**config.mk**
```make
export PLATFORM = sky130hd
export DESIGN_NAME = uart_tx_word_ser_flat
export DESIGN_NICKNAME = d
export VERILOG_FILES = /design/src/rtl/uart_tx_word_ser_pkg.sv /design/src/rtl/uart_tx_word_ser_if.sv /design/src/rtl/uart_tx_word_ser_fifo.sv /design/src/rtl/uart_tx_word_ser.sv /design/src/flat_wrapper.sv
export SDC_FILE = /design/constraint.sdc
export NUM_CORES = 1
export LEC_CHECK = 0
export ABC_AREA = 1
export BUFFER_PORTS_ARGS = -buffer_cell sky130_fd_sc_hd__buf_2
export CORE_MARGIN = 10
export CORE_UTILIZATION = 59
export CTS_CLUSTER_SIZE = 28
export DETAILED_ROUTE_END_ITERATION = 8
export PLACE_DENSITY = 0.77
export SYNTH_ARGS = -nofsm -noshare
export SYNTH_HDL_FRONTEND = slang
export SYNTH_SLANG_ARGS = --single-unit
export TNS_END_PERCENT = 10
```
**constraint.sdc**
```tcl
create_clock -name clk -period 5.6 [get_ports clk]
set_clock_uncertainty 0.05 [all_clocks]
set_input_delay 1.12 -clock clk [delete_from_list [all_inputs] [get_ports clk]]
set_output_delay 1.12 -clock clk [all_outputs]
set_load 0.02 [all_outputs]
```
**src/rtl/uart_tx_word_ser_pkg.sv**
```systemverilog
`default_nettype none
// ============================================================================
// Module   : uart_tx_word_ser_pkg
// Purpose  : Shared types and constants for the word-serialising UART
//            transmitter: FSM state encoding, parity mode encoding and
//            baud divider width.
// Ports    : none (package)
// Config   : UART_TX_PARITY_EN (consumed by the top; types always present)
// Revision : 1.0 - initial release
// ============================================================================
package uart_tx_word_ser_pkg;

  localparam int DIV_WIDTH = 11;

  typedef enum logic [2:0] {
    IDLE   = 3'd0,
    START  = 3'd1,
    DATA   = 3'd2,
    PARITY = 3'd3,
    STOP   = 3'd4
  } uart_tx_state_e;

  typedef enum logic [1:0] {
    PAR_NONE     = 2'b00,
    PAR_EVEN     = 2'b01,
    PAR_ODD      = 2'b10,
    PAR_NONE_ALT = 2'b11
  } parity_e;

  // A parity bit is only inserted for the two real parity modes.
  function automatic logic parity_active(input parity_e mode);
    return (mode == PAR_EVEN) || (mode == PAR_ODD);
  endfunction

endpackage
`default_nettype wire

```
**src/rtl/uart_tx_word_ser_if.sv**
```systemverilog
`default_nettype none
// ============================================================================
// Module   : uart_tx_word_ser_if
// Purpose  : Word write bus and status of the UART transmitter.
// Signals  : wren      - write strobe (master -> slave)
//            w_data    - word to transmit (master -> slave)
//            tx_full   - word FIFO full (slave -> master)
//            tx_empty  - word FIFO empty (slave -> master)
//            busy      - transmitter FSM active (slave -> master)
//            overflow  - sticky dropped-write flag (slave -> master)
// Revision : 1.0 - initial release
// ============================================================================
interface uart_tx_word_ser_if #(
  parameter int DATA_WIDTH = 32
) ();

  logic                  wren;
  logic [DATA_WIDTH-1:0] w_data;
  logic                  tx_full;
  logic                  tx_empty;
  logic                  busy;
  logic                  overflow;

  modport master (
    output wren, w_data,
    input  tx_full, tx_empty, busy, overflow
  );

  modport slave (
    input  wren, w_data,
    output tx_full, tx_empty, busy, overflow
  );

endinterface
`default_nettype wire

```
**src/rtl/uart_tx_word_ser_fifo.sv**
```systemverilog
`default_nettype none
// ============================================================================
// Module   : uart_tx_fifo
// Purpose  : Synchronous word FIFO feeding the UART transmitter.
// Ports    : clk   - system clock
//            reset - synchronous active-high reset (pointers/count only)
//            push  - write din (ignored while full)
//            pop   - advance read pointer (ignored while empty)
//            din   - write data
//            dout  - head-of-queue word (valid while !empty)
//            full  - FIFO_DEPTH words stored
//            empty - no words stored
// Revision : 1.0 - initial release
// ============================================================================
module uart_tx_fifo #(
  parameter int DATA_WIDTH = 32,
  parameter int FIFO_DEPTH = 4
) (
  input  logic                  clk,
  input  logic                  reset,
  input  logic                  push,
  input  logic                  pop,
  input  logic [DATA_WIDTH-1:0] din,
  output logic [DATA_WIDTH-1:0] dout,
  output logic                  full,
  output logic                  empty
);

  localparam int PTR_W = $clog2(FIFO_DEPTH);

  logic [DATA_WIDTH-1:0] mem_q [FIFO_DEPTH];
  logic [DATA_WIDTH-1:0] mem_d [FIFO_DEPTH];
  logic [PTR_W-1:0]      wr_q, wr_d, rd_q, rd_d;
  logic [PTR_W:0]        cnt_q, cnt_d;
  logic                  push_ok, pop_ok;

  assign full    = (cnt_q == (PTR_W+1)'(FIFO_DEPTH));
  assign empty   = (cnt_q == '0);
  assign push_ok = push && !full;
  assign pop_ok  = pop && !empty;
  assign dout    = mem_q[rd_q];

  // Depth is a power of two, so pointers wrap naturally.
  always_comb begin
    mem_d = mem_q;
    wr_d  = wr_q;
    rd_d  = rd_q;
    cnt_d = cnt_q;
    if (push_ok) begin
      mem_d[wr_q] = din;
      wr_d        = wr_q + 1'b1;
    end
    if (pop_ok) begin
      rd_d = rd_q + 1'b1;
    end
    case ({push_ok, pop_ok})
      2'b10:   cnt_d = cnt_q + 1'b1;
      2'b01:   cnt_d = cnt_q - 1'b1;
      default: cnt_d = cnt_q;
    endcase
  end

  always_ff @(posedge clk) begin
    if (reset) begin
      wr_q  <= '0;
      rd_q  <= '0;
      cnt_q <= '0;
    end else begin
      wr_q  <= wr_d;
      rd_q  <= rd_d;
      cnt_q <= cnt_d;
    end
  end

  // Storage needs no reset: contents are only read behind the count.
  always_ff @(posedge clk) begin
    mem_q <= mem_d;
  end

endmodule
`default_nettype wire

```
**src/rtl/uart_tx_word_ser.sv**
```systemverilog
`default_nettype none
// ============================================================================
// Module   : uart_tx_word_ser
// Purpose  : FIFO-buffered UART transmitter. Each DATA_WIDTH-bit word is
//            sent as DATA_WIDTH/FRAME_BITS frames, least-significant frame
//            first, with runtime 1/2 stop bits and optional parity.
// Ports    : clk         - system clock, rising edge
//            reset       - synchronous active-high reset
//            bus         - write bus + status (slave modport)
//            divisor     - baud divider, one tick per divisor+1 cycles
//            parity_mode - 00/11 none, 01 even, 10 odd
//            two_stop    - 0: one stop bit, 1: two stop bits
//            tx          - serial output, idle high, registered
// Config   : UART_TX_PARITY_EN - when defined, a parity bit follows the
//            data bits according to parity_mode; otherwise parity_mode is
//            ignored and frames are start + data + stop.
// Revision : 1.0 - initial release
// ============================================================================
module uart_tx_word_ser
  import uart_tx_word_ser_pkg::*;
#(
  parameter int DATA_WIDTH = 32,
  parameter int FRAME_BITS = 8,
  parameter int FIFO_DEPTH = 4,
  parameter int NTICKS     = 16
) (
  input  logic                 clk,
  input  logic                 reset,
  uart_tx_word_ser_if.slave    bus,
  input  logic [DIV_WIDTH-1:0] divisor,
  input  logic [1:0]           parity_mode,
  input  logic                 two_stop,
  output logic                 tx
);

  localparam int NFRAMES = DATA_WIDTH / FRAME_BITS;
  localparam int FRM_W   = $clog2(NFRAMES) + 1;
  localparam int BIT_W   = $clog2(FRAME_BITS);
  localparam int TICK_W  = $clog2(NTICKS);

  // FIFO
  logic                  fifo_full, fifo_empty, fifo_push, pop;
  logic [DATA_WIDTH-1:0] fifo_dout;

  // Full is judged on the registered count, so a write while full is
  // dropped even if the FSM pops in the same cycle.
  assign fifo_push = bus.wren && !fifo_full;

  uart_tx_fifo #(
    .DATA_WIDTH (DATA_WIDTH),
    .FIFO_DEPTH (FIFO_DEPTH)
  ) u_fifo (
    .clk   (clk),
    .reset (reset),
    .push  (fifo_push),
    .pop   (pop),
    .din   (bus.w_data),
    .dout  (fifo_dout),
    .full  (fifo_full),
    .empty (fifo_empty)
  );

  // State
  uart_tx_state_e        state_q, state_d;
  logic [DATA_WIDTH-1:0] shift_q, shift_d;
  logic [DIV_WIDTH-1:0]  div_lat_q, div_lat_d;
  logic [DIV_WIDTH-1:0]  div_cnt_q, div_cnt_d;
  logic [TICK_W-1:0]     tick_q, tick_d;
  logic [BIT_W-1:0]      bit_q, bit_d;
  logic [FRM_W-1:0]      frame_q, frame_d;
  logic                  stop_q, stop_d;
  logic                  two_stop_q, two_stop_d;
  logic                  tx_q, tx_d;
  logic                  overflow_q, overflow_d;
  logic                  load;
  logic                  tick, bit_done;
  logic                  parity_on;

`ifdef UART_TX_PARITY_EN
  parity_e               par_mode_q, par_mode_d;
  logic                  par_acc_q, par_acc_d;
  assign parity_on = parity_active(par_mode_q);
`else
  logic                  unused_parity;
  assign unused_parity = ^parity_mode;
  assign parity_on     = 1'b0;
`endif

  assign tick     = (div_cnt_q == div_lat_q);
  assign bit_done = tick && (tick_q == TICK_W'(NTICKS - 1));

  assign tx           = tx_q;
  assign bus.tx_full  = fifo_full;
  assign bus.tx_empty = fifo_empty;
  assign bus.busy     = (state_q != IDLE);
  assign bus.overflow = overflow_q;

  always_comb begin
    state_d    = state_q;
    shift_d    = shift_q;
    div_lat_d  = div_lat_q;
    div_cnt_d  = div_cnt_q;
    tick_d     = tick_q;
    bit_d      = bit_q;
    frame_d    = frame_q;
    stop_d     = stop_q;
    two_stop_d = two_stop_q;
    overflow_d = overflow_q || (bus.wren && fifo_full);
    load       = 1'b0;
    pop        = 1'b0;
    tx_d       = 1'b1;
`ifdef UART_TX_PARITY_EN
    par_mode_d = par_mode_q;
    par_acc_d  = par_acc_q;
`endif

    // Baud generation runs only while a word is in flight.
    if (state_q != IDLE) begin
      div_cnt_d = tick ? '0 : div_cnt_q + 1'b1;
      if (tick) begin
        tick_d = bit_done ? '0 : tick_q + 1'b1;
      end
    end

    case (state_q)
      IDLE: begin
        if (!fifo_empty) load = 1'b1;
      end
      START: begin
        tx_d = 1'b0;
        if (bit_done) begin
          state_d = DATA;
          bit_d   = '0;
`ifdef UART_TX_PARITY_EN
          par_acc_d = 1'b0;
`endif
        end
      end
      DATA: begin
        tx_d = shift_q[0];
        if (bit_done) begin
          shift_d = shift_q >> 1;
`ifdef UART_TX_PARITY_EN
          par_acc_d = par_acc_q ^ shift_q[0];
`endif
          if (bit_q == BIT_W'(FRAME_BITS - 1)) begin
            bit_d   = '0;
            stop_d  = 1'b0;
            state_d = parity_on ? PARITY : STOP;
          end else begin
            bit_d = bit_q + 1'b1;
          end
        end
      end
`ifdef UART_TX_PARITY_EN
      PARITY: begin
        // Accumulator holds the XOR of the frame's data bits.
        tx_d = (par_mode_q == PAR_ODD) ? ~par_acc_q : par_acc_q;
        if (bit_done) begin
          stop_d  = 1'b0;
          state_d = STOP;
        end
      end
`endif
      STOP: begin
        if (bit_done) begin
          if (two_stop_q && !stop_q) begin
            stop_d = 1'b1;
          end else if (frame_q != FRM_W'(NFRAMES - 1)) begin
            frame_d = frame_q + 1'b1;
            state_d = START;
          end else if (!fifo_empty) begin
            load = 1'b1;
          end else begin
            state_d = IDLE;
          end
        end
      end
      default: state_d = IDLE;
    endcase

    // Word load: configuration is captured here and held for the whole word.
    if (load) begin
      pop        = 1'b1;
      shift_d    = fifo_dout;
      div_lat_d  = divisor;
      two_stop_d = two_stop;
      div_cnt_d  = '0;
      tick_d     = '0;
      bit_d      = '0;
      frame_d    = '0;
      state_d    = START;
`ifdef UART_TX_PARITY_EN
      par_mode_d = parity_e'(parity_mode);
`endif
    end
  end

  always_ff @(posedge clk) begin
    if (reset) begin
      state_q    <= IDLE;
      shift_q    <= '0;
      div_lat_q  <= '0;
      div_cnt_q  <= '0;
      tick_q     <= '0;
      bit_q      <= '0;
      frame_q    <= '0;
      stop_q     <= 1'b0;
      two_stop_q <= 1'b0;
      tx_q       <= 1'b1;
      overflow_q <= 1'b0;
`ifdef UART_TX_PARITY_EN
      par_mode_q <= PAR_NONE;
      par_acc_q  <= 1'b0;
`endif
    end else begin
      state_q    <= state_d;
      shift_q    <= shift_d;
      div_lat_q  <= div_lat_d;
      div_cnt_q  <= div_cnt_d;
      tick_q     <= tick_d;
      bit_q      <= bit_d;
      frame_q    <= frame_d;
      stop_q     <= stop_d;
      two_stop_q <= two_stop_d;
      tx_q       <= tx_d;
      overflow_q <= overflow_d;
`ifdef UART_TX_PARITY_EN
      par_mode_q <= par_mode_d;
      par_acc_q  <= par_acc_d;
`endif
    end
  end

endmodule
`default_nettype wire
```
**src/flat_wrapper.sv**
```systemverilog
// flat-port wrapper written by rule: the top's interface ports become plain ports
module uart_tx_word_ser_flat import uart_tx_word_ser_pkg::*;
#(
  parameter int DATA_WIDTH = 32,
  parameter int FRAME_BITS = 8,
  parameter int FIFO_DEPTH = 4,
  parameter int NTICKS     = 16
)
  (clk, reset, divisor, parity_mode, two_stop, tx, bus_wren, bus_w_data, bus_tx_full, bus_tx_empty, bus_busy, bus_overflow);
  uart_tx_word_ser_if #(.DATA_WIDTH(DATA_WIDTH)) bus_i ();
  input  logic clk;
  input  logic reset;
  input  logic [DIV_WIDTH-1:0] divisor;
  input  logic [1:0] parity_mode;
  input  logic two_stop;
  output logic tx;
  input wire logic [$bits(bus_i.wren)-1:0] bus_wren;
  input wire logic [$bits(bus_i.w_data)-1:0] bus_w_data;
  output wire logic [$bits(bus_i.tx_full)-1:0] bus_tx_full;
  output wire logic [$bits(bus_i.tx_empty)-1:0] bus_tx_empty;
  output wire logic [$bits(bus_i.busy)-1:0] bus_busy;
  output wire logic [$bits(bus_i.overflow)-1:0] bus_overflow;
  assign bus_i.wren = bus_wren;
  assign bus_i.w_data = bus_w_data;
  assign bus_tx_full = bus_i.tx_full;
  assign bus_tx_empty = bus_i.tx_empty;
  assign bus_busy = bus_i.busy;
  assign bus_overflow = bus_i.overflow;
  uart_tx_word_ser #(.DATA_WIDTH(DATA_WIDTH), .FRAME_BITS(FRAME_BITS), .FIFO_DEPTH(FIFO_DEPTH), .NTICKS(NTICKS)) u_core (.clk(clk), .reset(reset), .bus(bus_i), .divisor(divisor), .parity_mode(parity_mode), .two_stop(two_stop), .tx(tx));
endmodule
```
==> metrics.md <==
| Metric | Value |
|---|---|
| Period utilization | `0.517` |
| Total CTS buffers | `21` |
| Post-synth top area share | `0.442` |
| Ys flop type | `edfxtp_1` |
| Largest cells by area after synthesis | `edfxtp_1 (44%), dfxtp_1 (18%), nand2_1 (8.2%), nor2_1 (7.7%), o21ai_0 (3.9%)` |
| Syn_nets | `slightly below 1k` |
| NumNets Final | `1021` |
| Met3 Use GR | `0.0340` |
| CP required | `5.93 ns` |
| DRT iter0 DRCs | `437` |
| Startpoint types | `flip-flop` |
| CORE AREA | `between 10000 and 15000 sq um` |
| Number of synthesized flops with an enable pin | `128` |
| Clk sinks | `206` |
| RSZ-0062 raised after global routing | `no` |
| GRT met1 Usage | `0.210` |
| Fillers | `1137` |
| Global-route wire length before repair | `29.2 mm` |
| Initial Util | `0.600` |
| Synth Instances | `919` |
| Worst-path maximum fanout | `48` |
| Vias per inst | `5.38` |
| Synth unique cells | `35` |
| Synth Register Bits | `about 210` |
| Initial antenna violation count | `0` |
| Max_cap viols | `0` |
| Worst hold path class | `flip-flop to flip-flop` |
| VDD IR max | `a little under 0.3 mV` |
| H-tree depth | `1` |
| Largest stage delay on the critical path | `about 0.44 ns` |
| Clk network pwr share | `0.266` |
| Setup bufs post-CTS | `0` |
| Yosys Warn Count | `0` |
| Remaining antenna violation count | `0` |
| Endpoints failing setup | `0` |
| Ports | `54` |
| Die Area | `approximately 20000 sq um` |
| Hold Buf Count CTS | `0` |
| Mean Syn Cell Area | `9.46 sq um` |
| Power Dens Cells | `485 nW/um^2` |
| Root Buffer | `clkbuf_16` |
| Slew Viols, Final | `0` |
| Cell Int Power | `around 0.003 W` |
| Placed cell area | `9030 sq um` |
| Critical Path Slowest Stage Cell | `nand2_4` |
| Worst relative slew slack | `0.282` |
| Diode count | `0` |
| Sw Share | `0.355` |
| Layout area overhead | `10.9%` |
| PortBufs | `51` |
| Pre-antenna DRT Iters | `5` |
| Net switching power | `roughly 0.0017 W` |
| Clk slew on worst S/H paths | `0.06 ns` |
| Maximum clock rate | `0.346 GHz` |
| Die W | `about 140 um` |
| Final Cell Area | `roughly 9600 sq um` |
| DRC | `0` |
| Worst-Skew Late Latency | `0.50 ns` |
| Grt ovf | `0` |
| Synthesized area | `8690 sq um` |
| Minimum clock period | `2.89 ns` |
| Final Total Pwr | `0.00467 W` |
| Area leader, netlist | `edfxtp_1` |
| LEAKAGE | `3.76 nW` |
| Crit path cell chain | `nor2_2, inv_2, nor2_2, nand2_1, nor2_1, nand4_4, nand2_4, ha_1, inv_1, fa_1, a21oi_1, o21ai_0, o21ai_0, a21oi_1` |
| Die height | `141 um` |
| Largest net degree at the start of global routing | `between 60 and 70` |
| # resized after CTS | `0` |
| # rows | `44` |
| Combinational fraction of design power | `0.304` |
| M2 GR Usage | `0.309` |
| CP delay by family, top | `simple AND/OR/NAND/NOR gates` |
| WL per Instance | `15.2 um` |
| CP endpoint kind | `flip-flop` |
| Outcome | `complete, no violations` |
| Via Count | `6233` |
| CP Buf/Inv Count | `2` |
| Crit path DAT | `3.23 ns` |
| Sequential element share of the synthesized area | `0.622` |
| Grt peak-use layer | `met2` |
| Fraction of layout cells with a size suffix above 1 | `0.116` |
| Reg power frac | `0.430` |
| Measured slew at the worst slew-check pin | `1.08 ns` |
| GPL Wtd Cong | `0.798` |
| Dpl hpwl | `10.0 mm` |
| CTS tree | `yes` |
| DRT Wirelength | `17.6 mm` |
| Max clock buf depth | `3` |
| CP Class | `flip-flop to flip-flop` |
| Total global-route track usage | `0.175` |
| Number of global-route vias before repair | `6234` |
| Ys async rst share | `0` |
| Setup TNS | `0 ns` |
| Hold Violations, Final | `0` |
==> synth_stat cells, types with 5 or more instances <==
master,count
a21oi_1,46
edfxtp_1,128
dfxtp_1,78
inv_1,74
ha_1,11
nor2_1,179
inv_2,10
o21ai_1,5
o22ai_1,29
o21ai_0,67
clkbuf_1,27
xnor2_1,5
nand3_1,17
nand2_1,190
nor3_1,10
==> metal layers <==
metal | vias to the layer above | wire length, um
li1 | 3129 | -
met1 | 2911 | 7470
met2 | 159 | 8710
met3 | 34 | 957
met4 | 0 | 427
met5 | - | 0
==> layout make-up <==
class / count / area [sq um] / share of cell area
Timing Repair Buffer: 57 / 300 / 0.0312
Tap cell: 184 / 230 / 0.0239
Inverter: 84 / 315 / 0.0327
Sequential cell: 206 / 5410 / 0.561
Multi-Input combinational cell: 590 / 2780 / 0.288
Clock buffer: 24 / 537 / 0.0557
Clock inverter: 14 / 68.8 / 0.00714
==> state kept, by name (all words and copies together) (netlist names), 2 cells and up <==
| register | count |
|---|---|
| u_core.bit_q | 3 |
| u_core.div_cnt_q | 11 |
| u_core.div_lat_q | 11 |
| u_core.frame_q | 3 |
| u_core.shift_q | 32 |
| u_core.state_q | 3 |
| u_core.tick_q | 4 |
| u_core.u_fifo.cnt_q | 3 |
| u_core.u_fifo.mem_q | 128 |
| u_core.u_fifo.rd_q | 2 |
| u_core.u_fifo.wr_q | 2 |
==> power groups by stage <==
stage	sequential [W]	clock, W	combinational [W]
detailed placement	0.00203	0	0.00142
finish	0.00201	0.00124	0.00142
global route	0.00204	0.00134	0.00161
floorplan	0.00201	0	0.00114
global placement	0.00202	0	0.00138
CTS	0.00201	0.00126	0.00143
==> worst paths after layout <==
kind                                   from                             endpoint  slack (ns)  depth (start not counted)
min          u_core.bus.overflow$_SDFF_PP0_       u_core.bus.overflow$_SDFF_PP0_        0.40                          2
min reg2reg  u_core.bus.overflow$_SDFF_PP0_       u_core.bus.overflow$_SDFF_PP0_        0.40                          2
max          u_core.state_q[0]$_SDFFE_PP0P_  u_core.u_fifo.cnt_q[2]$_SDFFE_PP0P_        2.71                         14
max reg2reg  u_core.state_q[0]$_SDFFE_PP0P_  u_core.u_fifo.cnt_q[2]$_SDFFE_PP0P_        2.71                         14
==> kinds of logic after synthesis <==
| kind of cell | count (synthesis) | synth area share |
|---|---|---|
| fa+ha+maj | 12 | 0.0181 |
| simple gates | 415 | 0.196 |
| buf+inv | 123 | 0.0597 |
| xor+xnor | 9 | 0.00907 |
| flops | 206 | 0.622 |
| compound gates | 154 | 0.0953 |
==> worst register-to-register path, stage by stage, from the launching register on <==
cell     delay [ns]
dfxtp_1        0.34
nor2_2         0.16
inv_2          0.07
nor2_2         0.10
nand2_1        0.11
nor2_1         0.21
nand4_4        0.16
nand2_4        0.44
ha_1           0.24
inv_1          0.06
fa_1           0.37
a21oi_1        0.14
o21ai_0        0.12
o21ai_0        0.15
a21oi_1        0.05
==> metrics by stage <==
stage | std cells | utilization | hold slack [ns] | worst slack [ns]
5_1_grt | 1159 | 0.665 | 0.431 | 2.46
2_1_floorplan | 919 | - | 0.390 | 2.36
3_5_place_dp | 1121 | 0.624 | 0.390 | 2.71
4_1_cts | 1159 | 0.665 | 0.399 | 2.70
6_report | 1159 | 0.665 | 0.396 | 2.71
3_3_place_gp | 1121 | 0.624 | 0.385 | 2.76
==> placed cells by master, fill, tap and decap left out, types with 3 or more instances in the layout <==
master,Yosys,routed
nor2_2,3,7
inv_2,10,10
nand2_1,190,190
o21ai_1,5,5
clkinv_1,0,7
a21oi_1,46,46
xor2_1,4,4
clkbuf_16,0,21
nor3_1,10,10
o22ai_1,29,29
nand4_1,4,4
buf_2,4,51
nand3_1,17,17
ha_1,11,11
nor2_1,179,175
o21ai_0,67,67
a32o_1,3,3
edfxtp_1,128,128
clkbuf_1,27,3
clkinv_2,0,5
dfxtp_1,78,77
a31oi_1,3,3
inv_1,74,74
buf_4,3,6
xnor2_1,5,5
Note: power is estimated with default switching activity, not from simulation.
